### src/rtl/eth_stats_counter_bank_if.sv
// -----------------------------------------------------------------------------
// eth_stats_counter_bank_if
//   Snapshot output stream of eth_stats_counter_bank: one channel per beat.
//
//   Handshake: a beat transfers on a rising clk edge where out_valid and
//   out_ready are both 1. While out_valid=1 and out_ready=0 every out_* field
//   stays stable. out_valid never drops without a transfer, except on reset.
//
//   Signals
//     out_valid    master->slave  beat valid
//     out_ready    slave->master  consumer accepts beat
//     out_channel  master->slave  channel index of the beat
//     out_time     master->slave  timestamp captured at snapshot request
//     out_bytes    master->slave  byte counter snapshot
//     out_good     master->slave  good frame counter snapshot
//     out_bad      master->slave  bad frame counter snapshot
//     out_last     master->slave  beat carries the last channel
// -----------------------------------------------------------------------------
interface eth_stats_counter_bank_if #(
   parameter int C_NUM_PORTS     = 4,
   parameter int C_COUNTER_WIDTH = 64
);
   localparam int CW = (C_NUM_PORTS > 1) ? $clog2(C_NUM_PORTS) : 1;

   logic                       out_valid;
   logic                       out_ready;
   logic [CW-1:0]              out_channel;
   logic [63:0]                out_time;
   logic [C_COUNTER_WIDTH-1:0] out_bytes;
   logic [C_COUNTER_WIDTH-1:0] out_good;
   logic [C_COUNTER_WIDTH-1:0] out_bad;
   logic                       out_last;

   modport master (
      output out_valid, out_channel, out_time, out_bytes, out_good, out_bad, out_last,
      input  out_ready
   );

   modport slave (
      input  out_valid, out_channel, out_time, out_bytes, out_good, out_bad, out_last,
      output out_ready
   );
endinterface

### src/rtl/eth_stats_counter_bank.sv
// -----------------------------------------------------------------------------
// eth_stats_counter_bank
//   Per-channel bytes / good-frame / bad-frame accumulators for C_NUM_PORTS
//   ethernet ports, with atomic timestamped snapshots streamed out one channel
//   per beat.
//
//   Compile-time option: define ETH_STATS_SATURATE_EN to make every counter
//   saturate at all-ones instead of wrapping modulo 2^W.
//
//   Ports
//     clk              single clock
//     rst              synchronous reset, active-high
//     enable           global accumulate enable
//     clear            per-channel counter clear (wins over in_valid)
//     current_time     reference timer, captured at snapshot
//     in_valid         per-channel completed-frame strobe
//     in_frame_length  per-channel frame byte count, channel i at [i*L +: L]
//     in_frame_good    per-channel 1 = good frame, 0 = bad frame
//     snap_req         snapshot request (ignored while streaming)
//     snap_busy        snapshot being streamed; this is the FSM state (SEND)
//     out_if           snapshot stream (master side)
// -----------------------------------------------------------------------------
module eth_stats_counter_bank #(
   parameter int C_NUM_PORTS     = 4,
   parameter int C_COUNTER_WIDTH = 64,
   parameter int C_LENGTH_WIDTH  = 16
) (
   input  logic                                  clk,
   input  logic                                  rst,
   input  logic                                  enable,
   input  logic [C_NUM_PORTS-1:0]                clear,
   input  logic [63:0]                           current_time,
   input  logic [C_NUM_PORTS-1:0]                in_valid,
   input  logic [C_NUM_PORTS*C_LENGTH_WIDTH-1:0] in_frame_length,
   input  logic [C_NUM_PORTS-1:0]                in_frame_good,
   input  logic                                  snap_req,
   output logic                                  snap_busy,
   eth_stats_counter_bank_if.master              out_if
);
   localparam int W  = C_COUNTER_WIDTH;
   localparam int WX = C_COUNTER_WIDTH + 1;
   localparam int CW = (C_NUM_PORTS > 1) ? $clog2(C_NUM_PORTS) : 1;
   localparam logic [CW-1:0] LAST_CH = CW'(C_NUM_PORTS - 1);

   typedef enum logic {IDLE, SEND} state_t;

   state_t         state;
   logic [W-1:0]   acc_bytes [C_NUM_PORTS];
   logic [W-1:0]   acc_good  [C_NUM_PORTS];
   logic [W-1:0]   acc_bad   [C_NUM_PORTS];
   logic [W-1:0]   shd_bytes [C_NUM_PORTS];
   logic [W-1:0]   shd_good  [C_NUM_PORTS];
   logic [W-1:0]   shd_bad   [C_NUM_PORTS];
   logic           valid_r;
   logic           last_r;
   logic [CW-1:0]  chan_r;
   logic [63:0]    time_r;

   // One extra bit of headroom exposes the carry so saturation can clamp.
   function automatic logic [W-1:0] acc_add(input logic [W-1:0] a, input logic [WX-1:0] b);
      logic [WX-1:0] s;
      s = {1'b0, a} + b;
`ifdef ETH_STATS_SATURATE_EN
      if (s[W]) s = {1'b0, {W{1'b1}}};
`endif
      return s[W-1:0];
   endfunction

   // Accumulators: every channel updates independently each cycle.
   always_ff @(posedge clk) begin
      for (int i = 0; i < C_NUM_PORTS; i++) begin
         if (rst || clear[i]) begin
            acc_bytes[i] <= '0;
            acc_good[i]  <= '0;
            acc_bad[i]   <= '0;
         end else if (enable && in_valid[i]) begin
            acc_bytes[i] <= acc_add(acc_bytes[i], WX'(in_frame_length[i*C_LENGTH_WIDTH +: C_LENGTH_WIDTH]));
            if (in_frame_good[i]) acc_good[i] <= acc_add(acc_good[i], WX'(1));
            else                  acc_bad[i]  <= acc_add(acc_bad[i], WX'(1));
         end
      end
   end

   // Snapshot FSM. Shadows take the registered counters at the request edge,
   // so a same-cycle frame or clear lands only in the live counters.
   always_ff @(posedge clk) begin
      if (rst) begin
         state   <= IDLE;
         valid_r <= 1'b0;
         last_r  <= 1'b0;
         chan_r  <= '0;
         time_r  <= '0;
         for (int i = 0; i < C_NUM_PORTS; i++) begin
            shd_bytes[i] <= '0;
            shd_good[i]  <= '0;
            shd_bad[i]   <= '0;
         end
      end else begin
         case (state)
            IDLE: begin
               if (snap_req) begin
                  for (int i = 0; i < C_NUM_PORTS; i++) begin
                     shd_bytes[i] <= acc_bytes[i];
                     shd_good[i]  <= acc_good[i];
                     shd_bad[i]   <= acc_bad[i];
                  end
                  time_r  <= current_time;
                  state   <= SEND;
                  valid_r <= 1'b1;
                  chan_r  <= '0;
                  last_r  <= (C_NUM_PORTS == 1);
               end
            end
            SEND: begin
               // snap_req is deliberately not looked at here: no queuing.
               if (valid_r && out_if.out_ready) begin
                  if (last_r) begin
                     state   <= IDLE;
                     valid_r <= 1'b0;
                     last_r  <= 1'b0;
                     chan_r  <= '0;
                  end else begin
                     chan_r <= chan_r + CW'(1);
                     last_r <= ((chan_r + CW'(1)) == LAST_CH);
                  end
               end
            end
            default: state <= IDLE;
         endcase
      end
   end

   assign snap_busy          = (state == SEND);
   assign out_if.out_valid   = valid_r;
   assign out_if.out_last    = last_r;
   assign out_if.out_channel = chan_r;
   assign out_if.out_time    = time_r;
   // Shadows and channel are registered, so the beat is stable under stall.
   assign out_if.out_bytes   = shd_bytes[chan_r];
   assign out_if.out_good    = shd_good[chan_r];
   assign out_if.out_bad     = shd_bad[chan_r];
endmodule

### src/flat_wrapper.sv
// flat-port wrapper written by rule: the top's interface ports become plain ports
module eth_stats_counter_bank_flat 
#(
   parameter int C_NUM_PORTS     = 4,
   parameter int C_COUNTER_WIDTH = 64,
   parameter int C_LENGTH_WIDTH  = 16
)
  (clk, rst, enable, clear, current_time, in_valid, in_frame_length, in_frame_good, snap_req, snap_busy, out_if_out_valid, out_if_out_channel, out_if_out_time, out_if_out_bytes, out_if_out_good, out_if_out_bad, out_if_out_last, out_if_out_ready);
  eth_stats_counter_bank_if #(.C_NUM_PORTS(C_NUM_PORTS), .C_COUNTER_WIDTH(C_COUNTER_WIDTH)) out_if_i ();
  input  logic clk;
  input  logic rst;
  input  logic enable;
  input  logic [C_NUM_PORTS-1:0] clear;
  input  logic [63:0] current_time;
  input  logic [C_NUM_PORTS-1:0] in_valid;
  input  logic [C_NUM_PORTS*C_LENGTH_WIDTH-1:0] in_frame_length;
  input  logic [C_NUM_PORTS-1:0] in_frame_good;
  input  logic snap_req;
  output logic snap_busy;
  output wire logic [$bits(out_if_i.out_valid)-1:0] out_if_out_valid;
  output wire logic [$bits(out_if_i.out_channel)-1:0] out_if_out_channel;
  output wire logic [$bits(out_if_i.out_time)-1:0] out_if_out_time;
  output wire logic [$bits(out_if_i.out_bytes)-1:0] out_if_out_bytes;
  output wire logic [$bits(out_if_i.out_good)-1:0] out_if_out_good;
  output wire logic [$bits(out_if_i.out_bad)-1:0] out_if_out_bad;
  output wire logic [$bits(out_if_i.out_last)-1:0] out_if_out_last;
  input wire logic [$bits(out_if_i.out_ready)-1:0] out_if_out_ready;
  assign out_if_out_valid = out_if_i.out_valid;
  assign out_if_out_channel = out_if_i.out_channel;
  assign out_if_out_time = out_if_i.out_time;
  assign out_if_out_bytes = out_if_i.out_bytes;
  assign out_if_out_good = out_if_i.out_good;
  assign out_if_out_bad = out_if_i.out_bad;
  assign out_if_out_last = out_if_i.out_last;
  assign out_if_i.out_ready = out_if_out_ready;
  eth_stats_counter_bank #(.C_NUM_PORTS(C_NUM_PORTS), .C_COUNTER_WIDTH(C_COUNTER_WIDTH), .C_LENGTH_WIDTH(C_LENGTH_WIDTH)) u_core (.clk(clk), .rst(rst), .enable(enable), .clear(clear), .current_time(current_time), .in_valid(in_valid), .in_frame_length(in_frame_length), .in_frame_good(in_frame_good), .snap_req(snap_req), .snap_busy(snap_busy), .out_if(out_if_i));
endmodule
### config.mk
export PLATFORM = sky130hd
export DESIGN_NAME = eth_stats_counter_bank_flat
export DESIGN_NICKNAME = d
export VERILOG_FILES = /design/src/rtl/eth_stats_counter_bank_if.sv /design/src/rtl/eth_stats_counter_bank.sv /design/src/flat_wrapper.sv
export SDC_FILE = /design/constraint.sdc
export NUM_CORES = 2
export LEC_CHECK = 0
export CORE_MARGIN = 4
export CORE_UTILIZATION = 59
export DETAILED_ROUTE_END_ITERATION = 7
export PLACE_DENSITY = 0.79
export SYNTH_ARGS = -nofsm -noshare
export SYNTH_HDL_FRONTEND = slang
export SYNTH_SLANG_ARGS = --single-unit
### constraint.sdc
create_clock -name clk -period 25.7 [get_ports clk]
set_input_delay 3.855 -clock clk [delete_from_list [all_inputs] [get_ports clk]]
set_output_delay 3.855 -clock clk [all_outputs]
set_load 0.05 [all_outputs]
# Word level (Yosys, flattened, before mapping)

Memories as Yosys holds them, arrays and structs flattened. A register that Yosys moved wholly into a read port is not among the register bits.
Index checks and enable logic that the tools add are counted.

Bits in registers: 69
RAM bits: 1,536
Input bits: 145
Output and inout bits: 261
Word-level logic and storage cells: 168
Memories kept: 6

Memory list:

| name             | depth | bits a word | read ports | clocked after Yosys merged registers in | write ports | line                         | source |
|---|---|---|---|---|---|---|---|
| u_core.acc_bad   | 4     | 64          | 4          | 0                                       | 4           | eth_stats_counter_bank.sv:50 | `logic [W-1:0] acc_bad [C_NUM_PORTS];` |
| u_core.acc_bytes | 4     | 64          | 4          | 0                                       | 4           | eth_stats_counter_bank.sv:48 | `logic [W-1:0] acc_bytes [C_NUM_PORTS];` |
| u_core.acc_good  | 4     | 64          | 4          | 0                                       | 4           | eth_stats_counter_bank.sv:49 | `logic [W-1:0] acc_good [C_NUM_PORTS];` |
| u_core.shd_bad   | 4     | 64          | 1          | 1                                       | 4           | eth_stats_counter_bank.sv:53 | `logic [W-1:0] shd_bad [C_NUM_PORTS];` |
| u_core.shd_bytes | 4     | 64          | 1          | 1                                       | 4           | eth_stats_counter_bank.sv:51 | `logic [W-1:0] shd_bytes [C_NUM_PORTS];` |
| u_core.shd_good  | 4     | 64          | 1          | 1                                       | 4           | eth_stats_counter_bank.sv:52 | `logic [W-1:0] shd_good [C_NUM_PORTS];` |

Add/sub/neg operators: 13
Equal/unequal tests: 4
Mux-type cells: 103
Bitwise logic cells: 25
Reduce and logical (&&, ||, !) cells: 12

Operators with widths:

| operator                                                         | number |
|---|---|
| 64-bit two-way mux                                               | 24 |
| 64-bit by 1-bit adder with 64-bit output (second input constant) | 8 |
| 64-bit by 16-bit adder with 64-bit output                        | 4 |
| 1-bit two-way mux                                                | 66 |
| 1-bit bitwise OR                                                 | 24 |
| 2-bit two-way mux                                                | 9 |
| 2-bit != test (second input constant)                            | 3 |
| 1-bit one-hot mux with 2 select lines                            | 3 |
| 1-bit logical AND                                                | 5 |
| 1-bit logical OR                                                 | 4 |
| 2-bit one-hot mux with 2 select lines                            | 1 |
| 2-bit AND reduction                                              | 2 |
| 3-bit AND reduction                                              | 1 |
| 2-bit by 1-bit adder with 2-bit output (second input constant)   | 1 |
| 2-bit equality test (second input constant)                      | 1 |
| 1-bit NOT                                                        | 1 |

# Logic depth before layout (Yosys ltp)

Depth in word-level cells: 6
Depth in mapped cells: 12

# Worst setup path after synthesis

OpenSTA, ideal clock, no wires.

Path kind: in2reg
Start point: in rst
End point: mem u_core.shd_bad[0][0] (netlist name) (enable)
Arrival: 19.332 ns
Data required time: 24.594 ns
Path slack: 5.263 ns
Cell stages on the path: 5
Path buffers: 3
Path through: clkbuf_1 nor2_1 clkbuf_1 clkbuf_1 inv_1

RTL lines:

| item            | line                         | source |
|---|---|---|
| start, declared | flat_wrapper.sv:11           | `input logic rst;` |
| end, declared   | eth_stats_counter_bank.sv:53 |  |

==> results.sh <==
export IMPL_drt_total_wl_mm=199
export IMPL_clockPowerShare_pct=39.3
export IMPL_fp_coreArea_mm2=0.132
export IMPL_r2r_end="u_core.shd_bad[3][51]"
export IMPL_crit_arrival_ns=8.79
export IMPL_h_tree_depth=4
export IMPL_max_freq_mhz=119
export IMPL_synthTopCellsByCount="edfxtp_1 (1,536), and2_1 (815), nor2_1 (734)"
export IMPL_timing_critical_path_mode_cell="buf_4"
export IMPL_row_count=133
export IMPL_hold_path_class="flip-flop to flip-flop"
export IMPL_placed_cells=8269
export IMPL_syn_area_per_cell_um2=12.4
export IMPL_drt_iter0_drc=6451
export IMPL_viasPerCell=6.23
export IMPL_status="completed"
export IMPL_fin_util_pct=68.1
export IMPL_cts_buffer_depth=3
export IMPL_drt_pass1_iter_count=6
export IMPL_die_area_mm2=0.139
export IMPL_drive_gt1_share_pct=8.30
export IMPL_critPathTopFamily="buffers and inverters"
export IMPL_final_antenna_net_count=0
export IMPL_min_period_ns=8.39
export IMPL_r2r_start="u_core.snap_busy"
export IMPL_startpoint_type="primary input"
export IMPL_synth_seq_cells=1607
export IMPL_synth_enable_flop_cells=1536
export IMPL_first_global_vias=51463
export IMPL_yosys_area_top_type_share_pct=58.6
export IMPL_crit_buf_inv=6
export IMPL_post_cts_buffers=0
export IMPL_max_cap_violations=0
export IMPL_endpoint_kind="flip-flop"
export IMPL_grt_total_usage_pct=28.0
export IMPL_ys_seq_area_share_pct=60.4
export IMPL_synthCells=6337
export IMPL_fin_crit_sh_pct=32.6
export IMPL_hold_start="u_core.out_if.out_time[25]"
export IMPL_timing_final_max_slew_violations=0
export IMPL_whs_endpoint="u_core.out_if.out_time[25]"
export IMPL_fin_skew_ns=0.0297
export IMPL_synth_area_leader_cell="edfxtp_1"
export IMPL_cp_required_ns=26.10
export IMPL_numCtsBuffers=168
export IMPL_r2r_setup_slack_ns=20.13
export IMPL_io_buffers=405
export IMPL_intPower_mw=4.59
export IMPL_root_buffer="clkbuf_16"
export IMPL_finalHoldViolCount=0
export IMPL_yosysUniqueCellTypes=78
export IMPL_relSlewSlack_pct=12.7
export IMPL_instances_no_fill=8588
export IMPL_vias=53492
export IMPL_combPwrFrac_pct=9.2
export IMPL_clock_sinks=1607
export IMPL_syn2layout_area_growth_pct=14.3
export IMPL_finalSetupViolCount=0
export IMPL_reg2regPathDepth=7
export IMPL_power_total_mw=6.11
export IMPL_synthTopCellsByArea="edfxtp_1 (59%), and2_1 (6.5%), mux4_2 (5.5%)"
export IMPL_tns_ns=0
export IMPL_tightest_slew_ns=1.30
export IMPL_crit_path_cell_trace="clkdlybuf4s50_1, nor2b_1, nor2_4, buf_4, inv_8, buf_12, buf_4, buf_4"
export IMPL_antenna_found_initial=15
export IMPL_p_switching_mw=1.53
export IMPL_synthArstFlopShare_pct=0
export IMPL_ir_drop_v=0.0000566
export IMPL_rsz0062_at_grt="no"
export IMPL_switching_share_pct=25.0
export IMPL_power_leakage_nw=30.9
export IMPL_synthFlopType="edfxtp_1"
export IMPL_die_w_um=373
export IMPL_synthesis_area_mm2=0.0787
export IMPL_grt_overflow_total=0
export IMPL_ioPinCount=406
export IMPL_criticalPathCategory="primary input to flip-flop"
export IMPL_holdPathStages=1
export IMPL_drc_errors=0
export IMPL_wl_per_cell_um=23.2
export IMPL_timing_hold_ws_ns=0.478
export IMPL_grt_max_degree=269
export IMPL_place_ws_ns=16.59
export IMPL_fp_dieH_um=373
export IMPL_clk_latency_ns=0.81
export IMPL_yosysWarnings=0
export IMPL_num_nets_final=6906
export IMPL_initial_core_util_pct=59.6
export IMPL_placed_cell_area_mm2=0.0845
export IMPL_power_density_mw_per_mm2=68.0
export IMPL_cts_resized=0
export IMPL_cts_tree="built"
export IMPL_postLayoutSetupSlackWorst_ns=17.31
export IMPL_clk_pin_slew_ns=0.06
export IMPL_slowest_stage="buf_4"
export IMPL_synth_most_common_cell="edfxtp_1"
export IMPL_grt_pass1_wl_mm=305
export IMPL_synth_nets=6559
export IMPL_slowest_delay_ns=0.92
export IMPL_gp_congestion=0.920
export IMPL_seqPwrFrac_pct=51.6
export IMPL_critPathMaxFanout=194
export IMPL_cts_hold_buf=0
export IMPL_dpl_hpwl_mm=133
export IMPL_final_cell_area_mm2=0.0899
[worst reg2reg max path, cell delays in order, from the launching register on]
cell	delay [ns]
dfxtp_1	0.59
nor2b_1	0.52
nor2_4	0.09
buf_4	0.36
inv_8	0.77
buf_12	0.86
buf_4	0.98
buf_4	0.96
[state kept, by name, summed over array words and instances (netlist names), named ones only]
name and flops:
u_core.acc_bad 256, u_core.acc_bytes 256, u_core.acc_good 256, u_core.out_if.out_channel 2, u_core.out_if.out_last 1, u_core.out_if.out_time 64, u_core.out_if.out_valid 1, u_core.shd_bad 256
u_core.shd_bytes 256, u_core.shd_good 256, u_core.snap_busy 1
[how the worst max path moves through the flow]
stage	to	start	cells past startpoint	slack (ns)
finish	u_core.shd_bad[3][51]	snap_req	8	17.31
global route	u_core.shd_bad[0][50]	snap_req	8	17.06
CTS	u_core.shd_bad[1][31]	snap_req	8	17.49
detailed placement	u_core.shd_bad[0][30]	snap_req	8	16.59
global placement	u_core.shd_bad[0][30]	snap_req	8	16.69
floorplan	u_core.shd_bad[0][0]	rst	5	5.26
[placed cells by master (no fill, tap or decap), types with 37 or more instances in the layout]
cell and instances:
xor2_1 290, nand2_1 317, xnor2_1 272, ha_1 73, mux4_2 192, and2_1 815
and4_1 59, buf_4 64, a22o_1 64, nor2_1 733, nor3_1 83, clkbuf_16 169
inv_1 114, edfxtp_1 1536, a21oi_1 174, clkdlybuf4s50_1 405, nand4_1 162, nor4_1 37
nand3_1 274, or4_1 44, clkbuf_1 47, or3_1 127, and3_1 105, dfxtp_1 69
o21ai_0 131
[cell type report]
| class | count | area (µm²) |
|---|---|---|
| Sequential cell | 1607 | 47600 |
| Clock inverter | 90 | 971 |
| Antenna cell | 11 | 27.5 |
| Multi-Input combinational cell | 4319 | 29700 |
| Timing Repair Buffer | 473 | 4610 |
| Fill cell | 9070 | 42000 |
| Clock buffer | 218 | 4430 |
| Tap cell | 1755 | 2200 |
| Inverter | 115 | 439 |
[kinds of logic after synthesis]
family	share of synthesized area, %
xor+xnor	6.26
simple gates	19.5
flops	60.4
compound gates	4.87
buf+inv	2.03
mux	5.61
fa+ha+maj	1.26
[per-layer routing]
metal	GRT usage (%)	share of wire [%]	vias to the layer above
li1	-	-	23984
met1	39.5	40	26556
met2	44.0	47	2566
met3	5.65	9.5	372
met4	9.36	3.2	14
met5	0	0.053	-
[power by group through the flow]
stage               clock network (mW)  registers (mW)  logic [mW]
floorplan                            0            3.23       0.349
global placement                     0            3.19       0.548
detailed placement                   0            3.20       0.557
CTS                               2.43            3.15       0.561
global route                      2.55            3.17       0.592
finish                            2.40            3.15       0.559
Power figures use the tool's default switching activity.
